==> config.mk <==
export PLATFORM = sky130hd
export DESIGN_NAME = fifo_ctrl_256x4
export DESIGN_NICKNAME = d
export VERILOG_FILES = /design/src/rtl/fifo_ctrl_256x4.sv
export SDC_FILE = /design/constraint.sdc
export NUM_CORES = 1
export LEC_CHECK = 0
export CORE_MARGIN = 2
export CORE_UTILIZATION = 42
export DETAILED_ROUTE_END_ITERATION = 10
export PLACE_DENSITY = 0.84
export SLEW_MARGIN = 20
export SYNTH_ARGS = -nofsm -noshare
export SYNTH_HDL_FRONTEND = slang
export SYNTH_SLANG_ARGS = --single-unit
==> constraint.sdc <==
create_clock -name CLK -period 2.95 [get_ports CLK]
set_clock_uncertainty 0.2 [all_clocks]
set_input_delay 0.59 -clock CLK [delete_from_list [all_inputs] [get_ports CLK]]
set_output_delay 0.59 -clock CLK [all_outputs]
set_load 0.1 [all_outputs]
==> src/rtl/fifo_ctrl_256x4.sv <==
// fifo_ctrl_256x4: push/pop controller driving a 256x4 dual-port RAM with registered read address.
// Define FIFO_CTRL_WATERMARK_EN to add the ALMOST_FULL/ALMOST_EMPTY outputs and their thresholds.
module fifo_ctrl_256x4 #(
    parameter int DATA_W = 4,
    parameter int ADDR_W = 8
`ifdef FIFO_CTRL_WATERMARK_EN
    ,
    parameter int AFULL_TH  = 240,
    parameter int AEMPTY_TH = 16
`endif
) (
    input  logic              CLK,
    input  logic              RST,
    input  logic              WR_EN,
    input  logic [DATA_W-1:0] WR_DATA,
    output logic              FULL,
    input  logic              RD_EN,
    output logic              EMPTY,
    output logic [DATA_W-1:0] DOUT,
    output logic              DOUT_VALID,
    output logic [ADDR_W:0]   COUNT,
    output logic              OVERFLOW,
    output logic              UNDERFLOW,
    output logic [ADDR_W-1:0] ADDRA,
    output logic              WEA,
    output logic [DATA_W-1:0] RAM_DIN,
    output logic [ADDR_W-1:0] ADDRB,
    input  logic [DATA_W-1:0] RAM_DOUT
`ifdef FIFO_CTRL_WATERMARK_EN
    ,
    output logic              ALMOST_FULL,
    output logic              ALMOST_EMPTY
`endif
);
    localparam logic [ADDR_W:0] FULL_CNT = {1'b1, {ADDR_W{1'b0}}};
    logic [ADDR_W-1:0] wr_ptr, rd_ptr;
    logic [ADDR_W:0]   count, count_nxt;
    logic              push_ok, pop_ok;
    assign FULL    = count == FULL_CNT;
    assign EMPTY   = count == '0;
    assign push_ok = WR_EN & ~FULL;
    assign pop_ok  = RD_EN & ~EMPTY;
    assign COUNT   = count;
    assign ADDRA   = wr_ptr;
    assign ADDRB   = rd_ptr;
    assign WEA     = push_ok;
    assign RAM_DIN = WR_DATA;
    assign DOUT    = RAM_DOUT;
    always_comb begin
        count_nxt = (push_ok && !pop_ok) ? count + 1'b1 :
                    (pop_ok && !push_ok) ? count - 1'b1 : count;
    end
    always_ff @(posedge CLK or posedge RST) begin
        if (RST) begin
            wr_ptr     <= '0;
            rd_ptr     <= '0;
            count      <= '0;
            DOUT_VALID <= 1'b0;
            OVERFLOW   <= 1'b0;
            UNDERFLOW  <= 1'b0;
        end else begin
            if (push_ok) wr_ptr <= wr_ptr + 1'b1;
            if (pop_ok) rd_ptr <= rd_ptr + 1'b1;
            count      <= count_nxt;
            DOUT_VALID <= pop_ok;
            if (WR_EN && FULL) OVERFLOW <= 1'b1;
            if (RD_EN && EMPTY) UNDERFLOW <= 1'b1;
        end
    end
`ifdef FIFO_CTRL_WATERMARK_EN
    // registered from count_nxt so the flags change on the same edge as COUNT
    always_ff @(posedge CLK or posedge RST) begin
        if (RST) begin
            ALMOST_FULL  <= 1'b0;
            ALMOST_EMPTY <= 1'b1;
        end else begin
            ALMOST_FULL  <= int'(count_nxt) >= AFULL_TH;
            ALMOST_EMPTY <= int'(count_nxt) <= AEMPTY_TH;
        end
    end
`endif
endmodule
==> implementation parameters <==
Parameter                              Value

Floorplan
  Starting density of the core    0.440
  Area of the die    4370 sq um
  Standard-cell row count    22
  Core area    3690 sq um
  Number of primary I/O pins    51
  Horizontal die dimension    about 66 microns
  Die height    66.1 microns

Clock tree
  Number of buffers created by CTS    3
  CTS sink count    28
  Root Buffer    sky130_fd_sc_hd__clkbuf_8
  Max Buffers Root-to-Sink    2
  Hold buffers post-CTS    0
  Clock Latency Late Sink    0.27 ns
  TritonCTS clock tree    yes
  Deepest level of the CTS H-tree    1
  Clock-pin transition on the worst setup and hold timing paths    0.09 ns

Setup path
  Data arrival time of the worst path    2.91 ns
  Largest driver fanout on the critical path    7
  Required time of the critical path    2.94 ns
  Worst Setup Path Type    reg -> reg
  Register-to-register setup slack    0.03 ns
  Kind of end point of the critical path    register
  Startpoint class of the critical path    register

Place
  Placement-stage cell area    2130 sq um
  IO Port Bufs    34
  Half-perimeter wire length of the detailed placement result    roughly 2.6 mm
  Routability Congestion    0.824

Worst hold path
  Min-delay worst type    reg -> reg

GRT
  Total congestion overflow after global routing    0
  First-pass GRT wire length    5.74 mm
  Number of antenna violations at the first check in global routing    0
  Maximum number of pins on one net before global-route repair    20
  Global routing usage summed across all routing layers    0.169
  Via count of the first global-routing pass    approximately 1300

Detailed routing
  Iteration count of the initial detailed-routing pass    4
  Drt initial violations    54
  Average detailed-routed wire length per instance    13.6 microns
  Total detailed-routing wirelength    3.50 mm
  Ratio of routed vias to standard cells    slightly above 5
  Via Count    1311
  # DRC    0
  Post-detailed-route count of antenna-violating nets    0

Synthesis
  Commonest register cell after synthesis    sky130_fd_sc_hd__dfrtp_1
  Cell area after synthesis    1620 sq um
  Netlist cell types    37
  Nets in the synthesized netlist    roughly 180
  Most frequent cell after synthesis    sky130_fd_sc_hd__dfrtp_1
  Async set-or-reset flop fraction in the synthesized netlist    1.00
  Synth cell count leaders    sky130_fd_sc_hd__dfrtp_1, sky130_fd_sc_hd__nand2_1, sky130_fd_sc_hd__xnor2_1
  Area share of the largest cell type after synthesis    0.432
  Average footprint of a synthesized cell    10.2 sq um
  Gate Count Post-Synth    159
  Number of synthesized register bits    28
  Register area share after synthesis    0.432
  Top cells by area, synth    sky130_fd_sc_hd__dfrtp_1, sky130_fd_sc_hd__ha_1, sky130_fd_sc_hd__xnor2_1, sky130_fd_sc_hd__xor2_1, sky130_fd_sc_hd__buf_4
  Count of synthesis-stage warnings from yosys    0
  Number of enable flip-flop cells after synthesis    0
  Largest area contributor in the netlist    sky130_fd_sc_hd__dfrtp_1

Timing
  Post-route minimum period    2.92 ns
  Setup repair after global routing missed its margin    yes
  Portion of the clock cycle consumed by the worst path in the final layout    0.989
  Final-report hold violation count    0
  Final max-slew violation count    0
  Number of setup violations in the final report    0
  Relative slew slack    0.514
  Achievable Freq    about 0.34 GHz
  Slew at the pin with the worst max-slew slack    0.728 ns

Run status
  Status    finished, final reports clean

Flow run
  Max Cap Violations    0

Finish
  Area growth from synthesis to layout    39.7%
  Fraction of layout instances using a drive strength above 1    0.414
  Final design instance area without fill    2270 sq um
  Final-stage net count    between 200 and 250
  Final design utilization    0.614
  Ant diodes    0
==> sequential cells by signal, indices dropped and copies added (netlist names) <==
signal      count
OVERFLOW        1
DOUT_VALID      1
COUNT           9
ADDRA           8
UNDERFLOW       1
ADDRB           8
==> per-stage QoR <==
step,hold slack [ns],setup WS [ns],TNS (ns),std cells
final,0.268,0.0324,0,258
after global routing,0.297,-0.116,-0.140,258
after CTS,0.274,0.00499,0,251
after detailed placement,0.252,-0.117,-0.181,247
after global placement,0.241,-0.0567,-0.0699,247
after floorplan,0.456,-0.345,-1.35,159
==> metal layers <==
metal  global-route usage  vias to the layer above  part of all wire
met5                    0                        -                 0
met4               0.0536                        0            0.0089
met3               0.0307                        5             0.050
met2                0.285                       40              0.48
met1                0.218                      617              0.46
li1                     -                      649                 -
==> cell usage in the layout, fill, tap and decap left out, drive strengths merged, types with 3 or more instances in the layout <==
cell type / n
clkbuf: 4
nand3: 3
nor3: 5
inv: 10
o21ai: 7
xnor2: 11
a21oi: 6
nand4: 6
buf: 54
clkdlybuf4s50: 3
ha: 10
nor2: 8
nand2: 16
xor2: 9
dfrtp: 28
o211ai: 5
o21a: 4
==> kinds of logic (layout without fill, tap and decap cells) <==
logic type,Yosys count,in the layout,share of synthesized area
DFF,28,28,0.432
buffers and inverters,20,71,0.0648
adders and majority gates,11,11,0.0895
xor gates and xnor gates,20,20,0.108
muxes,3,3,0.0224
and+or+nand+nor,47,47,0.157
AOI/OAI and AO/OA,30,30,0.126
==> worst paths after layout <==
kind,cells after the start,endpoint,startpoint
hold / removal,1,UNDERFLOW$_DFFE_PP0P_,UNDERFLOW$_DFFE_PP0P_
hold reg to reg,1,UNDERFLOW$_DFFE_PP0P_,UNDERFLOW$_DFFE_PP0P_
min in group asynchronous,2,UNDERFLOW$_DFFE_PP0P_,RST
setup reg to reg,11,COUNT[8]$_DFFE_PP0P_,COUNT[0]$_DFFE_PP0P_
max in group asynchronous,3,ADDRB[0]$_DFFE_PP0P_,RST
setup / recovery,11,COUNT[8]$_DFFE_PP0P_,COUNT[0]$_DFFE_PP0P_
==> critical path, cell delays in order, from the launching register on <==
cell and delay (ns):
sky130_fd_sc_hd__dfrtp_4 0.52, sky130_fd_sc_hd__nor4_4 0.33, sky130_fd_sc_hd__nand2_2 0.12, sky130_fd_sc_hd__o21ai_4 0.19
sky130_fd_sc_hd__ha_4 0.20, sky130_fd_sc_hd__inv_8 0.06, sky130_fd_sc_hd__ha_4 0.21, sky130_fd_sc_hd__nor2b_4 0.12
sky130_fd_sc_hd__o31a_1 0.30, sky130_fd_sc_hd__o21a_1 0.22, sky130_fd_sc_hd__a211o_1 0.27, sky130_fd_sc_hd__o211ai_1 0.09
==> what timing repair did <==
item | CTS | global route
resized for setup | 0 | 9
buffers inserted | 0 | 7
endpoints found under the setup margin | 0 | 5
==> cell type report <==
cell class	count	area, sq um
fillers	321	1420
multi-input cells	111	911
flip-flops and latches	28	732
repair buffers	57	473
well taps	48	60.1
clock buffers	4	45.0
inverters	10	45.0
Power is not shown: default switching activity piles up to over one toggle a cycle in this logic, so the estimate is an artifact.
